### src/rtl/ctrl_pkg.sv
// Shared constants and types for the multicycle control unit: opcode and
// function-code encodings, the default pass-through ALU operation and the
// FSM state enumeration.
package ctrl_pkg;

  localparam logic [4:0] OP_AR   = 5'b00010;
  localparam logic [4:0] OP_T    = 5'b01011;
  localparam logic [4:0] OP_LD   = 5'b00100;
  localparam logic [4:0] OP_ST   = 5'b00101;
  localparam logic [4:0] OP_HALT = 5'b11111;

  localparam logic [3:0] FN_ADD = 4'b0000;
  localparam logic [3:0] FN_SUB = 4'b0001;
  localparam logic [3:0] FN_AND = 4'b0010;
  localparam logic [3:0] FN_OR  = 4'b0011;
  localparam logic [3:0] FN_XOR = 4'b0100;
  localparam logic [3:0] FN_NOR = 4'b0101;
  localparam logic [3:0] FN_SLT = 4'b0110;
  localparam logic [3:0] FN_SLL = 4'b0111;
  localparam logic [3:0] FN_SRL = 4'b1000;

  localparam logic [3:0] ALU_PASS = 4'b1111;

  typedef enum logic [2:0] {
    FETCH  = 3'd0,
    DECODE = 3'd1,
    EXEC   = 3'd2,
    MEM    = 3'd3,
    WB     = 3'd4,
    HALT   = 3'd5,
    TRAP   = 3'd6
  } state_t;

endpackage

### src/rtl/multicycle_control_unit_if.sv
// Bundle between the control unit and the datapath/memory side.
// Handshake: mem_ready is sampled only while the unit is in FETCH or MEM with
// its memRead/memWrite strobe high; a strobe stays asserted every cycle until
// the cycle in which mem_ready is also high, and that cycle completes the
// access. mem_ready in any other state is ignored.
// modport master = control unit, modport slave = datapath/memory side.
interface multicycle_control_unit_if #(
  parameter int OPW  = 5,
  parameter int FNW  = 4,
  parameter int ALUW = 4
);

  logic [OPW-1:0]  opcode;
  logic [FNW-1:0]  funct;
  logic            mem_ready;
  logic [ALUW-1:0] ALUop;
  logic            regWrite;
  logic            muxWriteReg;
  logic            muxWriteData;
  logic            pcWrite;
  logic            irWrite;
  logic            memRead;
  logic            memWrite;
  logic            halted;
  logic            illegal;

  modport master (
    input  opcode, funct, mem_ready,
    output ALUop, regWrite, muxWriteReg, muxWriteData, pcWrite, irWrite,
           memRead, memWrite, halted, illegal
  );

  modport slave (
    output opcode, funct, mem_ready,
    input  ALUop, regWrite, muxWriteReg, muxWriteData, pcWrite, irWrite,
           memRead, memWrite, halted, illegal
  );

endinterface

### src/rtl/ctrl_out_decode.sv
// Combinational output decode: maps the current state plus the latched
// opcode/funct to every control strobe. blank forces all outputs low (used
// while reset is held).
module ctrl_out_decode
  import ctrl_pkg::*;
#(
  parameter int              OPW      = 5,
  parameter int              FNW      = 4,
  parameter int              ALUW     = 4,
  parameter logic [ALUW-1:0] PASS_OP  = ALUW'(ctrl_pkg::ALU_PASS)
) (
  input  state_t          state,
  input  logic [OPW-1:0]  op,
  input  logic [FNW-1:0]  funct,
  input  logic            mem_ready,
  input  logic            illegal_flag,
  input  logic            blank,
  output logic [ALUW-1:0] alu_op,
  output logic            reg_write,
  output logic            mux_write_reg,
  output logic            mux_write_data,
  output logic            pc_write,
  output logic            ir_write,
  output logic            mem_read,
  output logic            mem_write,
  output logic            halted,
  output logic            illegal
);

  logic is_ar;
  logic is_ld;
  logic [ALUW-1:0] exec_alu_op;

  assign is_ar = (op == OPW'(OP_AR));
  assign is_ld = (op == OPW'(OP_LD));
  // AR uses the zero-extended function code, everything else passes through.
  assign exec_alu_op = is_ar ? ALUW'(funct) : PASS_OP;

  // Per-state strobe decode; ALUop holds its EXEC value through MEM and WB.
  always_comb begin
    alu_op         = '0;
    reg_write      = 1'b0;
    mux_write_reg  = 1'b0;
    mux_write_data = 1'b0;
    pc_write       = 1'b0;
    ir_write       = 1'b0;
    mem_read       = 1'b0;
    mem_write      = 1'b0;
    halted         = 1'b0;
    illegal        = 1'b0;
    if (!blank) begin
      case (state)
        FETCH: begin
          mem_read = 1'b1;
          ir_write = mem_ready;
          pc_write = mem_ready;
        end
        DECODE: ;
        EXEC: alu_op = exec_alu_op;
        MEM: begin
          alu_op    = exec_alu_op;
          mem_read  = is_ld;
          mem_write = !is_ld;
        end
        WB: begin
          alu_op         = exec_alu_op;
          reg_write      = 1'b1;
          mux_write_reg  = !is_ar;
          mux_write_data = !is_ar;
        end
        HALT: halted = 1'b1;
        TRAP: illegal = illegal_flag;
        default: ;
      endcase
    end
  end

endmodule

### src/rtl/multicycle_control_unit.sv
// Multicycle control unit: sequences each instruction through
// FETCH/DECODE/EXEC/MEM/WB with a memory-ready handshake and drives the
// datapath strobes via ctrl_out_decode.
// Optional feature macro: CTRL_ILLEGAL_TRAP_EN -- when defined, an illegal
// opcode or AR funct parks the FSM in TRAP with a sticky illegal flag; when
// undefined, the instruction is dropped as a NOP and illegal stays 0.
// ALUW must be >= FNW so the AR function code fits in ALUop.
module multicycle_control_unit
  import ctrl_pkg::*;
#(
  parameter int              OPW      = 5,
  parameter int              FNW      = 4,
  parameter int              ALUW     = 4,
  parameter logic [ALUW-1:0] ALU_PASS = ALUW'(ctrl_pkg::ALU_PASS)
) (
  input  logic                       clk,
  input  logic                       reset,
  multicycle_control_unit_if.master  bus,
  output state_t                     fsm_state
);

  state_t         state;
  state_t         next_state;
  logic [OPW-1:0] op_q;
  logic [FNW-1:0] fn_q;
  logic           illegal_q;
  logic           decode_bad;
  logic           in_ar;
  logic           in_legal_op;
  logic           lat_mem_op;
  logic           lat_ld;

  assign fsm_state = state;

  // Classification of the live instruction-register fields seen in DECODE.
  assign in_ar       = (bus.opcode == OPW'(OP_AR));
  assign in_legal_op = in_ar
                    || (bus.opcode == OPW'(OP_T))
                    || (bus.opcode == OPW'(OP_LD))
                    || (bus.opcode == OPW'(OP_ST))
                    || (bus.opcode == OPW'(OP_HALT));
  assign decode_bad  = !in_legal_op || (in_ar && (bus.funct > FNW'(FN_SRL)));

  // Classification of the latched opcode used after DECODE.
  assign lat_ld      = (op_q == OPW'(OP_LD));
  assign lat_mem_op  = lat_ld || (op_q == OPW'(OP_ST));

  // Next-state logic.
  always_comb begin
    next_state = state;
    case (state)
      FETCH: if (bus.mem_ready) next_state = DECODE;
      DECODE: begin
        if (decode_bad) begin
`ifdef CTRL_ILLEGAL_TRAP_EN
          next_state = TRAP;
`else
          next_state = FETCH;
`endif
        end else if (bus.opcode == OPW'(OP_HALT)) begin
          next_state = HALT;
        end else begin
          next_state = EXEC;
        end
      end
      EXEC:    next_state = lat_mem_op ? MEM : WB;
      MEM:     if (bus.mem_ready) next_state = lat_ld ? WB : FETCH;
      WB:      next_state = FETCH;
      HALT:    next_state = HALT;
      TRAP:    next_state = TRAP;
      default: next_state = FETCH;
    endcase
  end

  // State register and DECODE-time latch of opcode/funct.
  always_ff @(posedge clk) begin
    if (reset) begin
      state <= FETCH;
      op_q  <= '0;
      fn_q  <= '0;
    end else begin
      state <= next_state;
      if (state == DECODE) begin
        op_q <= bus.opcode;
        fn_q <= bus.funct;
      end
    end
  end

`ifdef CTRL_ILLEGAL_TRAP_EN
  // Sticky illegal flag, cleared only by reset.
  always_ff @(posedge clk) begin
    if (reset) begin
      illegal_q <= 1'b0;
    end else if (state == DECODE && decode_bad) begin
      illegal_q <= 1'b1;
    end
  end
`else
  assign illegal_q = 1'b0;
`endif

  ctrl_out_decode #(
    .OPW     (OPW),
    .FNW     (FNW),
    .ALUW    (ALUW),
    .PASS_OP (ALU_PASS)
  ) u_out_decode (
    .state          (state),
    .op             (op_q),
    .funct          (fn_q),
    .mem_ready      (bus.mem_ready),
    .illegal_flag   (illegal_q),
    .blank          (reset),
    .alu_op         (bus.ALUop),
    .reg_write      (bus.regWrite),
    .mux_write_reg  (bus.muxWriteReg),
    .mux_write_data (bus.muxWriteData),
    .pc_write       (bus.pcWrite),
    .ir_write       (bus.irWrite),
    .mem_read       (bus.memRead),
    .mem_write      (bus.memWrite),
    .halted         (bus.halted),
    .illegal        (bus.illegal)
  );

endmodule

### src/flat_wrapper.sv
// flat-port wrapper written by rule: the top's interface ports become plain ports
module multicycle_control_unit_flat import ctrl_pkg::*;
#(
  parameter int              OPW      = 5,
  parameter int              FNW      = 4,
  parameter int              ALUW     = 4,
  parameter logic [ALUW-1:0] ALU_PASS = ALUW'(ctrl_pkg::ALU_PASS)
)
  (clk, reset, fsm_state, bus_opcode, bus_funct, bus_mem_ready, bus_ALUop, bus_regWrite, bus_muxWriteReg, bus_muxWriteData, bus_pcWrite, bus_irWrite, bus_memRead, bus_memWrite, bus_halted, bus_illegal);
  multicycle_control_unit_if #(.OPW(OPW), .FNW(FNW), .ALUW(ALUW)) bus_i ();
  input  logic clk;
  input  logic reset;
  output state_t fsm_state;
  input wire logic [$bits(bus_i.opcode)-1:0] bus_opcode;
  input wire logic [$bits(bus_i.funct)-1:0] bus_funct;
  input wire logic [$bits(bus_i.mem_ready)-1:0] bus_mem_ready;
  output wire logic [$bits(bus_i.ALUop)-1:0] bus_ALUop;
  output wire logic [$bits(bus_i.regWrite)-1:0] bus_regWrite;
  output wire logic [$bits(bus_i.muxWriteReg)-1:0] bus_muxWriteReg;
  output wire logic [$bits(bus_i.muxWriteData)-1:0] bus_muxWriteData;
  output wire logic [$bits(bus_i.pcWrite)-1:0] bus_pcWrite;
  output wire logic [$bits(bus_i.irWrite)-1:0] bus_irWrite;
  output wire logic [$bits(bus_i.memRead)-1:0] bus_memRead;
  output wire logic [$bits(bus_i.memWrite)-1:0] bus_memWrite;
  output wire logic [$bits(bus_i.halted)-1:0] bus_halted;
  output wire logic [$bits(bus_i.illegal)-1:0] bus_illegal;
  assign bus_i.opcode = bus_opcode;
  assign bus_i.funct = bus_funct;
  assign bus_i.mem_ready = bus_mem_ready;
  assign bus_ALUop = bus_i.ALUop;
  assign bus_regWrite = bus_i.regWrite;
  assign bus_muxWriteReg = bus_i.muxWriteReg;
  assign bus_muxWriteData = bus_i.muxWriteData;
  assign bus_pcWrite = bus_i.pcWrite;
  assign bus_irWrite = bus_i.irWrite;
  assign bus_memRead = bus_i.memRead;
  assign bus_memWrite = bus_i.memWrite;
  assign bus_halted = bus_i.halted;
  assign bus_illegal = bus_i.illegal;
  multicycle_control_unit #(.OPW(OPW), .FNW(FNW), .ALUW(ALUW), .ALU_PASS(ALU_PASS)) u_core (.clk(clk), .reset(reset), .bus(bus_i), .fsm_state(fsm_state));
endmodule
### config.mk
export PLATFORM = sky130hd
export DESIGN_NAME = multicycle_control_unit_flat
export DESIGN_NICKNAME = d
export VERILOG_FILES = /design/src/rtl/ctrl_pkg.sv /design/src/rtl/multicycle_control_unit_if.sv /design/src/rtl/ctrl_out_decode.sv /design/src/rtl/multicycle_control_unit.sv /design/src/flat_wrapper.sv
export SDC_FILE = /design/constraint.sdc
export NUM_CORES = 1
export LEC_CHECK = 0
export CORE_MARGIN = 4
export CORE_UTILIZATION = 25
export CTS_BUF_LIST = sky130_fd_sc_hd__clkbuf_4 sky130_fd_sc_hd__clkbuf_8
export CTS_CLUSTER_SIZE = 10
export DETAILED_ROUTE_END_ITERATION = 10
export SYNTH_ARGS = -nofsm -noshare
export SYNTH_HDL_FRONTEND = slang
export SYNTH_SLANG_ARGS = --single-unit
### constraint.sdc
create_clock -name clk -period 1.4 [get_ports clk]
set_input_delay 0.21 -clock clk [delete_from_list [all_inputs] [get_ports clk]]
set_output_delay 0.21 -clock clk [all_outputs]
set_load 0.02 [all_outputs]
==> metrics.md <==
| Metric | Value |
|---|---|
| Critical setup path kind | flop to output port |
| Avg Synthesized Cell Area | 7.47 um2 |
| DRT Wirelength | 2.22 mm |
| Met1 WL | 1.05 mm |
| Critical-path cell list | or4b_4 > nor2_4 > and3_4 > o21a_2 > buf_6 |
| WL per Instance | 12.2 um |
| Post-synth top area cell | dfxtp_1 |
| Setup slack, reg-to-reg | -0.24 ns |
| Crit end category | output port |
| Synth Register Bits | 12 |
| CTS H-tree lvls | 1 |
| Antenna violations before repair | 0 |
| Final Total Pwr | 926 uW |
| Post-synth design cell area | 732 um2 |
| Worst setup SP type | flop |
| Number of global-route vias before repair | 852 |
| Worst-Skew Late Latency | 0.28 ns |
| Hold path depth | 2 |
| Crit path depth | 5 |
| Pre-antenna DRT Iters | 4 |
| FMAX | 0.544 GHz |
| Tot GR Track Use | 12.0% |
| Crit-path max FO | 2 |
| Layout cells sized above 1 | 46.7% |
| Fin. Hold Viols | 0 |
| Initial Util | 26.3% |
| Max-cap viol count | 0 |
| Global-route wire length before repair | 3.84 mm |
| Die X-Extent | 62.1 um |
| Fin crit period | 1.84 ns |
| R2R depth | 5 |
| Clock Sink Count | 12 |
| CTS tree | done |
| FP Rows | 19 |
| Static leakage | 0.555 nW |
| Drt initial violations | 20 |
| Post-DP HPWL | 1.65 mm |
| Final Skew | 0.00609 ns |
| Worst-path clk slew | 0.07 ns |
| DIE HEIGHT | 62.1 um |
| CP Data Required Time | 1.19 ns |
| Remaining antenna violation count | 0 |
| Largest delay contributor family on the critical path | simple AND/OR/NAND/NOR gates |
| Sequential-to-total area share from yosys stat | 32.8% |
| Clock Path Buffers | 2 |
| Post-Syn Instances | 98 |
| Final cycle utilization of the critical path | 131% |
| Final worst slack | -0.437 ns |
| Largest net degree at the start of global routing | 17 |
| CTS root buffer | clkbuf_4 |
| Global route overflow | 0 |
| CP peak stage delay | 0.55 ns |
| Top layer in use | met4 |
| DR DRC count | 0 |
| Ports | 28 |
| Placed instance count | 169 |
| Gpl congestion | 0.797 |
| Status | finished, violations left |
| Final-stage net count | 163 |
| Ys Warns | 0 |
| Synth top area cells | dfxtp_1 33%, a21oi_1 8.2%, o21ai_0 7.5%, nand2_1 6.2%, o21a_1 6.2% |
| Vias/cell | 4.77 |
| Core Area | 2780 um2 |
| Number of diodes | 0 |
| Die area | 3860 um2 |
| Final non-filler cell total | 181 |
| Metal2 WL | 1.04 mm |
| WL met3 | 116 um |
| Count of final setup violators | 13 |
| Slowest CP cell | or4b_4 |
| Worst min path class | flop to flop |
| P per Cell Area | 699 nW/um2 |
| Slew Viols, Final | 0 |
| Max IR drop VDD | 0.000564 V |
| Failing checks | setup timing |
| Synth top area share | 32.8% |
| Layout area overhead | 80.9% |
| RSZ-0062 raised after global routing | yes |
| Syn_nets | 110 |
| DR vias | 863 |
| Worst Path Buf+Inv | 1 |
| Unique masters post-synth | 31 |
| IO buf count | 26 |
| CP arrival | 1.63 ns |
| Number of CTS-inserted buffers | 3 |
-- worst min-delay path: cells and delay by family (launching register included) --
family / cells / cell delay, ns
AO/OA/AOI/OAI: 2 / 0.12
flip-flops: 1 / 0.31
-- flip-flops by register name (all words and copies together), names as in the netlist --
register / flops
u_core.op_q: 5
u_core.fsm_state: 3
u_core.fn_q: 4
-- per-stage QoR --
step	TNS [ns]	setup WS, ns	hold slack (ns)	util (%)	cell area, um2
after global routing	-4.29	-0.502	0.510	47.6	1320
after CTS	-3.35	-0.441	0.441	45.2	1260
after floorplan	-0.126	-0.103	0.346	-	756
final	-3.14	-0.437	0.479	47.6	1320
after detailed placement	-6.96	-0.614	0.472	42.1	1170
after global placement	-6.80	-0.598	0.464	42.1	1170
-- layout by cell type (no fill, tap or decap), drive strengths merged --
master	n
clkdlybuf4s50	10
nor3b	1
o31ai	1
or3	1
nor2b	1
a311o	1
a21oi	13
nand2	12
or4b	1
mux2i	1
a2111o	1
o21ai	11
dlygate4sd2	3
nand3	2
nor3	1
clkdlybuf4s15	1
a211oi	1
and4b	1
clkbuf	4
inv	1
nor4	1
nor4b	1
dfxtp	12
buf	43
nor2	8
nand2b	2
and3	5
o21a	6
conb	1
and2	1
a31oi	2
-- path summary, 6_finish.rpt --
| path | from | endpoint |
|---|---|---|
| worst max-delay path | u_core.op_q[3] | bus_memRead |
| worst min-delay path | u_core.fn_q[0] | u_core.fn_q[0] |
| worst max register to register | u_core.op_q[3] | u_core.fsm_state[0] |
| worst min register to register | u_core.fn_q[0] | u_core.fn_q[0] |
-- synthesized netlist by cell type --
library cell and instances:
or4b_4 1, o21a_1 6, nor2_1 8, and3_1 5
nor4_1 1, conb_1 1, dfxtp_1 12, mux2i_1 1
nor3_1 1, a311o_1 1, a21oi_2 1, nor3b_1 1
buf_6 1, o31ai_1 1, nand3_1 2, and2_1 1
a211oi_1 1, nor4b_1 1, nor2b_1 1, nand2b_1 2
a31oi_1 2, or3_1 1, and4b_1 1, o21ai_0 11
nand2_1 12, buf_2 1, buf_4 4, a21oi_1 12
inv_1 1, a2111o_1 1, clkbuf_1 3
-- timing repair --
| action | in CTS | in global routing |
|---|---|---|
| endpoints found under the setup margin | 18 | 25 |
| setup buffers | 5 | 3 |
| hold buffers | 0 | 0 |
| gates resized for setup | 80 | 13 |
| cloned | 0 | 0 |
| pin swaps | 5 | 6 |
-- cell families after synthesis --
logic type / share of synthesized area [%]
mux: 1.37
simple gates: 27.2
buf+inv: 8.37
flops: 32.8
other cells: 0.512
compound gates: 29.7
-- cell type report --
class / count / area (um2)
flip-flops and latches: 12 / 253
clock buffers: 4 / 30.0
repair buffers: 57 / 495
inverters: 1 / 6.26
well taps: 31 / 38.8
multi-input cells: 76 / 500
fillers: 279 / 1460
-- routing by layer --
metal / global-route usage (%) / vias to the layer above
li1: - / 450
met1: 15.6 / 390
met2: 18.9 / 20
met3: 4.32 / 3
met4: 2.44 / 0
met5: 0 / -
-- power by group --
part | internal [mW] | total, mW | switching, mW
logic | 0.170 | 0.308 | 0.139
registers | 0.358 | 0.372 | 0.0141
clock network | 0.130 | 0.246 | 0.116
(Power assumes the default switching activity.)
